--- config.mk ---
export PLATFORM = sky130hd
export DESIGN_NAME = mips_multicycle_control
export DESIGN_NICKNAME = d
export VERILOG_FILES = /design/src/rtl/mips_multicycle_control.sv
export SDC_FILE = /design/constraint.sdc
export NUM_CORES = 1
export LEC_CHECK = 0
export CORE_AREA = 5 5 73 75
export CTS_CLUSTER_SIZE = 10
export DETAILED_ROUTE_END_ITERATION = 8
export DIE_AREA = 0 0 78 80
export PLACE_DENSITY = 0.89
export SETUP_SLACK_MARGIN = 0.2
export SYNTH_ARGS = -nofsm -noshare
export SYNTH_HDL_FRONTEND = slang
export SYNTH_SLANG_ARGS = --single-unit
--- constraint.sdc ---
create_clock -name clk -period 3.3 [get_ports clk]
set_input_delay 0.99 -clock clk [delete_from_list [all_inputs] [get_ports clk]]
set_output_delay 0.99 -clock clk [all_outputs]
set_load 0.005 [all_outputs]
--- src/rtl/mips_multicycle_control.sv ---
// Multi-cycle MIPS control FSM: sequences fetch, decode, execute,
// memory and writeback, with memory accesses stretched over MEM_LAT cycles.
module mips_multicycle_control #(
    parameter int MEM_LAT = 1
) (
    input  logic       clk,
    input  logic       reset,
    input  logic [5:0] op_in,
    input  logic [5:0] func_in,
    input  logic       zero_in,
    output logic       pcWrite_out,
    output logic       irWrite_out,
    output logic       iorD_out,
    output logic       memRead_out,
    output logic       memWrite_out,
    output logic       regWrite_out,
    output logic [1:0] regDst_out,
    output logic [1:0] memToReg_out,
    output logic       ALUSrcA_out,
    output logic [1:0] ALUSrcB_out,
    output logic       extCntrl_out,
    output logic [3:0] ALUCntrl_out,
    output logic [1:0] pcSrc_out,
    output logic       done_out,
    output logic       illegal_out
);

    localparam int CW = $clog2(16);
    localparam logic [CW-1:0] LAST = CW'(MEM_LAT - 1);

    localparam logic [3:0] ALU_ADD = 4'b0010;
    localparam logic [3:0] ALU_SUB = 4'b0110;
    localparam logic [3:0] ALU_SLT = 4'b0111;
    localparam logic [3:0] ALU_OR  = 4'b0001;
    localparam logic [3:0] ALU_LUI = 4'b1111;

    typedef enum logic [3:0] {
        S_INIT, S_FETCH, S_DECODE, S_EXEC_R, S_EXEC_I, S_RWB,
        S_MEM_ADDR, S_MEM_RD, S_MEM_WB, S_MEM_WR, S_BRANCH,
        S_JUMP, S_HALT
    } state_t;

    typedef struct packed {
        logic       pc_write;
        logic       ir_write;
        logic       ior_d;
        logic       mem_read;
        logic       mem_write;
        logic       reg_write;
        logic [1:0] reg_dst;
        logic [1:0] mem_to_reg;
        logic       alu_src_a;
        logic [1:0] alu_src_b;
        logic       ext;
        logic [3:0] alu;
        logic [1:0] pc_src;
        logic       done;
        logic       illegal;
        logic       branch;
        logic       bne;
    } ctl_t;

    state_t        state_q, state_d;
    logic [CW-1:0] cnt_q, cnt_d;
    logic [5:0]    op_q, op_d;
    logic [5:0]    func_q, func_d;
    ctl_t          ctl_q, ctl_d;
    logic          nop_now;

    function automatic state_t decode(input logic [5:0] op,
                                      input logic [5:0] fn);
        state_t s;
        s = S_HALT;
        if (op == 6'h00) begin
            case (fn)
                6'h20, 6'h22, 6'h2a: s = S_EXEC_R;
                6'h00:               s = S_FETCH;
                6'h08:               s = S_JUMP;
                default:             s = S_HALT;
            endcase
        end else begin
            case (op)
                6'h08, 6'h0a, 6'h0d, 6'h0f: s = S_EXEC_I;
                6'h23, 6'h2b:               s = S_MEM_ADDR;
                6'h04, 6'h05:               s = S_BRANCH;
                6'h02, 6'h03:               s = S_JUMP;
                default:                    s = S_HALT;
            endcase
        end
        return s;
    endfunction

    always_comb begin
        state_d = state_q;
        cnt_d   = cnt_q;
        op_d    = op_q;
        func_d  = func_q;
        unique case (state_q)
            S_INIT: begin
                state_d = S_FETCH;
                cnt_d   = '0;
            end
            S_FETCH: begin
                if (cnt_q == LAST) begin
                    state_d = S_DECODE;
                    cnt_d   = '0;
                end else begin
                    cnt_d = cnt_q + CW'(1);
                end
            end
            S_DECODE: begin
                op_d    = op_in;
                func_d  = func_in;
                state_d = decode(op_in, func_in);
                cnt_d   = '0;
            end
            S_EXEC_R, S_EXEC_I: state_d = S_RWB;
            S_MEM_ADDR: begin
                state_d = (op_q == 6'h2b) ? S_MEM_WR : S_MEM_RD;
                cnt_d   = '0;
            end
            S_MEM_RD: begin
                if (cnt_q == LAST) begin
                    state_d = S_MEM_WB;
                    cnt_d   = '0;
                end else begin
                    cnt_d = cnt_q + CW'(1);
                end
            end
            S_MEM_WR: begin
                if (cnt_q == LAST) begin
                    state_d = S_FETCH;
                    cnt_d   = '0;
                end else begin
                    cnt_d = cnt_q + CW'(1);
                end
            end
            S_RWB, S_MEM_WB, S_BRANCH, S_JUMP: begin
                state_d = S_FETCH;
                cnt_d   = '0;
            end
            S_HALT:  state_d = S_HALT;
            default: state_d = S_INIT;
        endcase
    end

    // Outputs are computed for the state being entered and then registered.
    always_comb begin
        ctl_d = '0;
        unique case (state_d)
            S_FETCH: begin
                ctl_d.mem_read = 1'b1;
                if (cnt_d == LAST) begin
                    ctl_d.ir_write  = 1'b1;
                    ctl_d.pc_write  = 1'b1;
                    ctl_d.alu_src_b = 2'd1;
                    ctl_d.alu       = ALU_ADD;
                end
            end
            S_DECODE: begin
                ctl_d.alu_src_b = 2'd3;
                ctl_d.alu       = ALU_ADD;
                ctl_d.ext       = 1'b1;
            end
            S_EXEC_R: begin
                ctl_d.alu_src_a = 1'b1;
                case (func_d)
                    6'h22:   ctl_d.alu = ALU_SUB;
                    6'h2a:   ctl_d.alu = ALU_SLT;
                    default: ctl_d.alu = ALU_ADD;
                endcase
            end
            S_EXEC_I: begin
                ctl_d.alu_src_a = 1'b1;
                ctl_d.alu_src_b = 2'd2;
                ctl_d.ext       = (op_d != 6'h0d);
                case (op_d)
                    6'h0a:   ctl_d.alu = ALU_SLT;
                    6'h0d:   ctl_d.alu = ALU_OR;
                    6'h0f:   ctl_d.alu = ALU_LUI;
                    default: ctl_d.alu = ALU_ADD;
                endcase
            end
            S_RWB: begin
                ctl_d.reg_write = 1'b1;
                ctl_d.reg_dst   = (op_d == 6'h00) ? 2'd1 : 2'd0;
                ctl_d.done      = 1'b1;
            end
            S_MEM_ADDR: begin
                ctl_d.alu_src_a = 1'b1;
                ctl_d.alu_src_b = 2'd2;
                ctl_d.ext       = 1'b1;
                ctl_d.alu       = ALU_ADD;
            end
            S_MEM_RD: begin
                ctl_d.ior_d    = 1'b1;
                ctl_d.mem_read = 1'b1;
            end
            S_MEM_WB: begin
                ctl_d.reg_write  = 1'b1;
                ctl_d.mem_to_reg = 2'd1;
                ctl_d.done       = 1'b1;
            end
            S_MEM_WR: begin
                ctl_d.ior_d     = 1'b1;
                ctl_d.mem_write = 1'b1;
                ctl_d.done      = (cnt_d == LAST);
            end
            S_BRANCH: begin
                ctl_d.alu_src_a = 1'b1;
                ctl_d.alu       = ALU_SUB;
                ctl_d.pc_src    = 2'd1;
                ctl_d.done      = 1'b1;
                ctl_d.branch    = 1'b1;
                ctl_d.bne       = (op_d == 6'h05);
            end
            S_JUMP: begin
                ctl_d.pc_write = 1'b1;
                ctl_d.done     = 1'b1;
                ctl_d.pc_src   = (op_d == 6'h00) ? 2'd3 : 2'd2;
                if (op_d == 6'h03) begin
                    ctl_d.reg_write  = 1'b1;
                    ctl_d.reg_dst    = 2'd2;
                    ctl_d.mem_to_reg = 2'd2;
                end
            end
            S_HALT:  ctl_d.illegal = 1'b1;
            default: ctl_d = '0;
        endcase
    end

    always_ff @(posedge clk or posedge reset) begin
        if (reset) begin
            state_q <= S_INIT;
            cnt_q   <= '0;
            op_q    <= '0;
            func_q  <= '0;
            ctl_q   <= '0;
        end else begin
            state_q <= state_d;
            cnt_q   <= cnt_d;
            op_q    <= op_d;
            func_q  <= func_d;
            ctl_q   <= ctl_d;
        end
    end

    // A nop finishes in DECODE, before its opcode can be registered.
    assign nop_now = (state_q == S_DECODE) && (op_in == 6'h00) &&
                     (func_in == 6'h00);

    assign pcWrite_out  = ctl_q.pc_write |
                          (ctl_q.branch & (zero_in ^ ctl_q.bne));
    assign irWrite_out  = ctl_q.ir_write;
    assign iorD_out     = ctl_q.ior_d;
    assign memRead_out  = ctl_q.mem_read;
    assign memWrite_out = ctl_q.mem_write;
    assign regWrite_out = ctl_q.reg_write;
    assign regDst_out   = ctl_q.reg_dst;
    assign memToReg_out = ctl_q.mem_to_reg;
    assign ALUSrcA_out  = ctl_q.alu_src_a;
    assign ALUSrcB_out  = ctl_q.alu_src_b;
    assign extCntrl_out = ctl_q.ext;
    assign ALUCntrl_out = ctl_q.alu;
    assign pcSrc_out    = ctl_q.pc_src;
    assign done_out     = ctl_q.done | nop_now;
    assign illegal_out  = ctl_q.illegal;

endmodule

# ---- Word-level counts from Yosys, hierarchy flattened
# Cells that the tools add are included.
dict set report op_classes {
  add_sub_neg 1
  eq_ne 47
  muxes 36
  n_bitwise 4
  n_reduce_logical 24
}
# operator count
set ops {}
lappend ops {{equality test 6 x 4 -> 1 bit (second input constant)} 8}
lappend ops {{equality test 6 bit (second input constant)} 8}
lappend ops {{equality test 4 bit (second input constant)} 10}
lappend ops {{equality test 4 x 3 -> 1 bit (second input constant)} 8}
lappend ops {{one-hot mux 4 bit (8 select lines)} 1}
lappend ops {{2-to-1 mux 4 bit} 6}
lappend ops {{one-hot mux 4 bit (3 select lines)} 2}
lappend ops {{one-hot mux 4 bit (5 select lines)} 1}
lappend ops {{equality test 6 x 2 -> 1 bit (second input constant)} 3}
lappend ops {{equality test 6 x 3 -> 1 bit (second input constant)} 3}
lappend ops {{zero test 6 bit} 3}
lappend ops {{OR reduction 2 bit} 9}
lappend ops {{equality test 4 x 2 -> 1 bit (second input constant)} 4}
lappend ops {{one-hot mux 4 bit (4 select lines)} 1}
lappend ops {{zero test 4 bit} 3}
lappend ops {{2-to-1 mux 6 bit} 2}
lappend ops {{one-hot mux 2 bit (2 select lines)} 3}
lappend ops {{OR reduction 4 bit} 3}
lappend ops {{2-to-1 mux 1 bit} 9}
lappend ops {{equality test 4 x 1 -> 1 bit (second input constant)} 2}
lappend ops {{one-hot mux 1 bit (2 select lines)} 4}
lappend ops {{one-hot mux 4 bit (2 select lines)} 1}
lappend ops {{OR reduction 7 bit} 1}
lappend ops {{2-to-1 mux 2 bit} 3}
lappend ops {{11 further kinds} 14}
dict set report word_totals {
  reg_bits 44
  in_bits 15
  out_inout_bits 22
}

# ---- Depth between registers and ports, before layout
# Gate-level depths: netlist of run 1.
dict set report logic_depth {
  word_depth 8
  mapped_depth 11
  depth_no_buf 10
}

# ---- Worst setup path after synthesis of run 1
# OpenSTA, ideal clock, no wires.
dict set report synth_path {
  path_kind {input to output}
  from {in op_in[5]}
  to {out done_out}
  t_arrival_ps 2180
  required_time_ps 2310
  setup_slack_ps 130
  path_stages 4
  n_path_buf 0
  cell_sequence {or4_4 > nor3b_2 > nand2_1 > o41ai_1}
}
dict set report synth_between {
  elab_chain_cells 4
}
# item line
set synth_rtl {}
lappend synth_rtl {{start: declaration} 8} ;# input logic [5:0] op_in,
lappend synth_rtl {{zero test 6 bit} 249} ;# assign nop_now = (state_q == S_DECODE) && (op_in == 6'h00) &&
lappend synth_rtl {{logical AND 1 bit (2 in a row)} 249}
lappend synth_rtl {{bitwise OR 1 bit} 266} ;# assign done_out = ctl_q.done | nop_now;
lappend synth_rtl {{end: declaration} 24} ;# output logic done_out,
# Every way passes these cells.

==> results.yml, run 1 <==
run_status:
  outcome: "complete, but fails checks"
  failed_checks: "setup timing"
timing:
  drv_slew: 0
  setup_viol: 1
  hold_viol_final: 0
  tightest_slew_ns: 0.919
  slew_headroom_pct: 38.1
  fmax_ghz: 0.303
  setup_slack_ns: -0.00345
  period_minus_slack_ns: 3.30
  finalClockSkew_ns: 0.00545
  fin_crit_sh_pct: 100
  rsz0062_at_grt: "true"
  hold_ws_ns: 0.492
placement:
  portBuffers: 36
  dp_hpwl_um: 4080
  gp_congestion: 0.957
  placed_cells: 333
  place_area_mm2: 0.00295
power_and_ir_drop:
  power.internal_mw: 1.79
  p_sw_share_pct: 41.4
  total_power_mw: 3.06
  p_switching_mw: 1.27
  power_density_mw_per_mm2: 913
  ir_drop_mv: 0.591
  power.leakage_nw: 1.47
  combPwrFrac_pct: 56.9
  p_seq_share_pct: 28.6
  power.clock.fraction_pct: 14.5
detailed_routing:
  highest_layer: "met4"
  route.vias.total: 2149
  route.met2.wl_um: 3440
  wl_per_cell_um: 18.7
  wl_met3_um: 408
  vias_per_cell: 6.00
  drtIter0Drc: 274
  antenna_left: 0
  wl_um: 6700
  wl_met1_um: 2570
  drc_errors: 0
  dr.pass1.iters: 4
logic_synthesis:
  synth_largest_area_cell: "dfrtp_1"
  ys_top_cells_by_area: "dfrtp_1 (46%), buf_4 (3.8%), mux2_2 (3.8%)"
  ys.flop_type: "dfrtp_1"
  synthCells: 233
  synthesis.nets: 250
  yosys.area.top_type_share_pct: 45.9
  synth_edf_count: 0
  yosysWarnings: 0
  ys_seq_elements: 44
  ys_top_cells_by_count: "dfrtp_1 (44), nor2_1 (14), nand2_1 (13)"
  syn_avg_cell_area_um2: 10.3
  yosysUniqueCellTypes: 61
  synthMostInstantiatedCell: "dfrtp_1"
  yosysSeqAreaShare_pct: 45.9
  syn-cell-area_mm2: 0.00240
  synthArstFlopShare_pct: 100
floorplanning:
  die_height_um: 80
  rows: 25
  core_mm2: 0.00460
  dieArea_mm2: 0.00624
  floorplan.initialDensity_pct: 52.2
  ioPinCount: 37
  dieWidth_um: 78
cts:
  clk_path_buf_depth: 2
  cts.sink_count: 44
  numCtsBuffers: 5
  cts_tree: "built"
  clk_pin_slew_ns: 0.08
  clk_latency_ns: 0.30
  htreeDepth: 2
  clockRootBuffer: "clkbuf_8"
final_layout:
  multi_input_area_mm2: 0.00128
  fin_util_pct: 72.9
  regArea_mm2: 0.00110
  stdcell_count: 358
  final_nets: 320
  final_layout_size_suffix_gt1_share_pct: 33.6
  n_antenna_cell: 0
  area_delta_synth_final_pct: 39.7
  final_area_mm2: 0.00335
  nFillCells: 297
min_path:
  hold-path-endpoint: "func_q[1]$_DFF_PP0_"
  min_from: "func_q[1]$_DFF_PP0_"
  hold_path.class: "reg2reg"
  hold_depth: 2
worst_setup_path:
  worstSetupPathType: "in2reg"
  startpoint_type: "input pin"
  cp_num_buf_inv: 9
  cp-end-kind: "flop"
  worstPathRequired_ns: 3.50
  rrSetupSlack_ns: 0.38
  timing.rr.start: "state_q[2]$_DFF_PP0_"
  cp_max_fo: 4
  critPathSlowestCell: "or4_4"
  path_cells: "buf_6 > or4_4 > nor3b_2 > nand2_1 > buf_4 > buf_6 > buf_6 > buf_6 > buf_6 > buf_6 > buf_6 > o211ai_4 > buf_6 > nor2_4 > and3_4 > a21o_1"
  cp_top_family: "simple AND/OR/NAND/NOR gates"
  path_common_cell: "buf_6"
  r2r_end: "ALUCntrl_out[1]$_DFF_PP0_"
  cpPeakStageDelay_ns: 0.54
  cp.arrival_ns: 3.50
  worstRegToRegCells: 7
global_routing:
  grt_pass1_vias: 2022
  grt_first_pass_wirelength_um: 9770
  antenna_found_initial: 0
  grt_max_degree: 45
  overflow: 0
  track_usage_pct: 19.7
job:
  drv_cap: 0
## cell type report
cell class | instances | area share, %
Clock inverter | 2 | 1.16
Inverter | 10 | 1.19
Sequential cell | 44 | 32.8
Tap cell | 54 | 2.01
Clock buffer | 6 | 2.46
Timing Repair Buffer | 85 | 22.3
Multi-Input combinational cell | 157 | 38.1
## how the worst max path moves through the flow
stage / from / to / slack, ns / cells past startpoint
after floorplan: op_in[5] / done_out / 0.21 / 4
after global placement: op_in[5] / done_out / -0.71 / 6
after detailed placement: op_in[5] / done_out / -0.72 / 6
after CTS: op_in[3] / done_out / -0.07 / 6
after global routing: op_in[4] / ALUSrcB_out[0]$_DFF_PP0_ / -0.08 / 16
final: op_in[4] / ALUSrcB_out[0]$_DFF_PP0_ / -0.003 / 16
## tightest hold or removal path: cells and delay by family, from the launching register on
kind / cells / cell delay, ns
flip-flops: 1 / 0.33
buffers and inverters: 1 / 0.06
multiplexers: 1 / 0.07
## metal layers
| layer | vias up | track usage, % |
|---|---|---|
| li1 | 972 | - |
| met1 | 1037 | 25.1 |
| met2 | 109 | 33.7 |
| met3 | 31 | 3.50 |
| met4 | 0 | 6.76 |
| met5 | - | 0 |
## registers in the layout, summed over array words and instances (netlist names), 2 cells and up
register,count
func_q,6
op_q,6
ALUCntrl_out,4
cnt_q,4
ctl_q,4
state_q,4
ALUSrcB_out,2
memToReg_out,2
pcSrc_out,2
regDst_out,2
## power groups by stage
stage	clock network, mW	registers [mW]	logic (mW)
after floorplan	0	0.796	0.917
after global placement	0	0.862	1.35
after detailed placement	0	0.874	1.40
after CTS	0.445	0.868	1.47
after global routing	0.471	0.897	1.86
final	0.443	0.877	1.74
## cells in the final DEF (no fill, tap or decap), types with 5 or more instances in the layout
master           count
mux2i_1              5
nor2_1              10
mux2_2               8
nand2_1             13
dfrtp_1             44
dlygate4sd2_1        5
clkdlybuf4s50_1     26
nor3_1               5
inv_1                8
a21oi_1              8
buf_6               12
buf_4               39
o21ai_0              8
nor2b_1              7
clkbuf_8             6
## cell families after synthesis
group	after synthesis	synth area share [%]
AND/OR/NAND/NOR	89	23.4
adder cells (fa/ha/maj)	2	1.04
multiplexers	13	5.84
XOR/XNOR	4	1.46
buffers and inverters	32	7.40
AO/OA/AOI/OAI	49	15.0
flip-flops	44	45.9
## timing repair
action | in CTS | in global routing
hold buffers | 0 | 0
hold endpoints to repair | 0 | 0
setup endpoints to repair | 2 | 17
resized for setup | 38 | 23
setup buffers | 11 | 6
pin swaps | 9 | 12
## stage by stage
stage | TNS, ns | worst slack [ns]
after detailed placement | -1.04 | -0.725
after global routing | -0.400 | -0.0810
after floorplan | 0 | 0.213
after global placement | -0.800 | -0.711
after CTS | -0.0732 | -0.0732
final | -0.00345 | -0.00345
(Power assumes the default switching activity.)
==> run 2, diff against run 1 <==
CORE_AREA = 5 5 93 60   (was 5 5 73 75)
DIE_AREA = 0 0 98 65   (was 0 0 78 80)
==> run 2 against run 1 <==
The run still ends with setup timing left. Sequential power shrank 5.0%. Critical path type is now in2out. Die area grew 2.1%. Global-route usage decreased by 0.80 points. Highest routed layer unchanged. Setup slack lost 0.0027 ns. Sequential share of layout area is 2.3 points higher. Power down 11%. Via count fell by 8.7%. Maximum frequency about the same. Wire length shrank 16%. Final area decreased by 6.6%. Combinational power decreased by 16%.
==> results.yml, run 2 (synthesis gave the netlist of run 1 again) <==
timing:
  finalClockSkew_ns: 0.00893
  fin_tns_setup_ns: -0.00612
  setup_slack_ns: -0.00612
  drv_slew: 0
  fin_crit_sh_pct: 100
  slew_headroom_pct: 48.2
  rsz0062_at_grt: "true"
  tightest_slew_ns: 0.775
  hold_ws_ns: 0.508
  period_minus_slack_ns: 3.31
  hold_viol_final: 0
  setup_viol: 1
  fmax_ghz: 0.302
floorplanning:
  die_height_um: 65
  rows: 20
  core_mm2: 0.00478
  floorplan.initialDensity_pct: 50.2
  ioPinCount: 37
  dieWidth_um: 98
  dieArea_mm2: 0.00637
worst_setup_path:
  startpoint_type: "input pin"
  cp-end-kind: "primary output"
  rrSetupSlack_ns: 0.69
  worstPathRequired_ns: 2.31
  critPathSlowestCell: "or4_4"
  cp_max_fo: 2
  cpPeakStageDelay_ns: 0.56
  cp.arrival_ns: 2.32
  path_cells: "buf_6 > or4_4 > nor3b_4 > nand2_2 > o41ai_2 > buf_2"
  cp_num_buf_inv: 2
  cp_top_family: "simple AND/OR/NAND/NOR gates"
  worstSetupPathType: "in2out"
global_routing:
  antenna_found_initial: 0
  overflow: 0
  grt_first_pass_wirelength_um: 9410
  track_usage_pct: 18.9
  grt_max_degree: 23
  grt_pass1_vias: 1834
placement:
  placed_cells: 348
  dp_hpwl_um: 4340
  place_area_mm2: 0.00299
  gp_congestion: 0.897
  portBuffers: 36
detailed_routing:
  vias_per_cell: 5.48
  wl_per_cell_um: 15.8
  dr.pass1.iters: 4
  drc_errors: 0
  route.vias.total: 1963
  wl_um: 5650
  drtIter0Drc: 204
  antenna_left: 0
power_and_ir_drop:
  ir_drop_mv: 0.397
  power.leakage_nw: 1.39
  power_density_mw_per_mm2: 870
cts:
  clk_path_buf_depth: 2
  cts_tree: "built"
  cts.sink_count: 44
  clk_pin_slew_ns: 0.08
  numCtsBuffers: 5
  clockRootBuffer: "clkbuf_8"
  clk_latency_ns: 0.31
  holdBufCountCts: 0
  htreeDepth: 2
final_layout:
  final_area_mm2: 0.00313
  mostFrequentLayoutCell: "dfrtp_1"
  reg_top3: "func_q x6, op_q x6"
  final_layout_size_suffix_gt1_share_pct: 26.4
  n_antenna_cell: 0
  layout_common_cells: "dfrtp_1 (44), buf_4 (37), clkdlybuf4s50_1 (26), nor2_1 (14)"
  final_nets: 308
  stdcell_count: 358
  area_delta_synth_final_pct: 30.5
job:
  drv_cap: 0
run_status:
  failed_checks: "setup timing"
  outcome: "complete, but fails checks"
min_path:
  hold_path.class: "reg2reg"
[run 2: changes by cell type in the layout (fill, tap and decap cells not counted), moves of 3 or more]
cell / before / now
buf_6: 12 / 1
a21oi_1: 8 / 12
nor2_1: 10 / 14
nor2_2: 3 / 0
[run 2: path summary, 6_finish.rpt]
path	startpoint	endpoint	cells after the start
setup / recovery	op_in[3]	done_out	6
hold / removal	func_q[1]$_DFF_PP0_	func_q[1]$_DFF_PP0_	2
setup reg to reg	cnt_q[0]$_DFF_PP0_	ALUSrcB_out[0]$_DFF_PP0_	10
hold reg to reg	func_q[1]$_DFF_PP0_	func_q[1]$_DFF_PP0_	2
max in group asynchronous	reset	ctl_q[3]$_DFF_PP0_	3
min in group asynchronous	reset	regDst_out[1]$_DFF_PP0_	2
[run 2: cell type report]
type | instances | area [um2]
Sequential cell | 44 | 1100
Inverter | 10 | 40.0
Multi-Input combinational cell | 157 | 1170
Timing Repair Buffer | 73 | 619
Clock inverter | 2 | 38.8
Fill cell | 377 | 1650
Clock buffer | 6 | 82.6
Tap cell | 66 | 82.6
[run 2: power by group]
part           total [mW]  leakage (nW)  internal, mW  switching, mW
logic                1.46         0.762         0.693          0.763
clock network       0.437        0.0614         0.248          0.190
registers           0.833         0.571         0.722          0.111
total                2.73          1.39          1.66           1.06
[run 2: metrics by stage]
stage / utilization [%] / setup WS, ns / total power, mW
after floorplan: - / 0.213 / 1.71
after global placement: 62.5 / -0.714 / 2.23
after detailed placement: 62.5 / -0.750 / 2.28
after CTS: 64.7 / -0.113 / 2.71
after global routing: 65.5 / -0.0878 / 2.92
final: 65.5 / -0.00612 / 2.73
[run 2: repair_timing]
item | in CTS | in global routing
buffers inserted | 0 | 2
resized for setup | 26 | 4
pin swaps | 4 | 3
endpoints found under the setup margin | 3 | 1
[run 2: routing by layer]
| metal | GRT usage (%) | wire length [um] | vias to the layer above |
|---|---|---|---|
| met5 | 0 | 0 | - |
| met4 | 5.53 | 74 | 0 |
| met3 | 6.24 | 427 | 7 |
| met2 | 28.7 | 2480 | 60 |
| met1 | 25.8 | 2670 | 946 |
| li1 | - | - | 950 |
[run 2: tightest hold or removal path: stages (launching register included)]
cell and delay (ns):
dfrtp_1 0.33, mux2i_1 0.09, inv_1 0.06
==> run 3, diff against run 2 <==
GPL_ROUTABILITY_DRIVEN = 0   (was default)
==> results of run 3 <==
No change in the layout: final DEF, timing and power equal those of run 2.
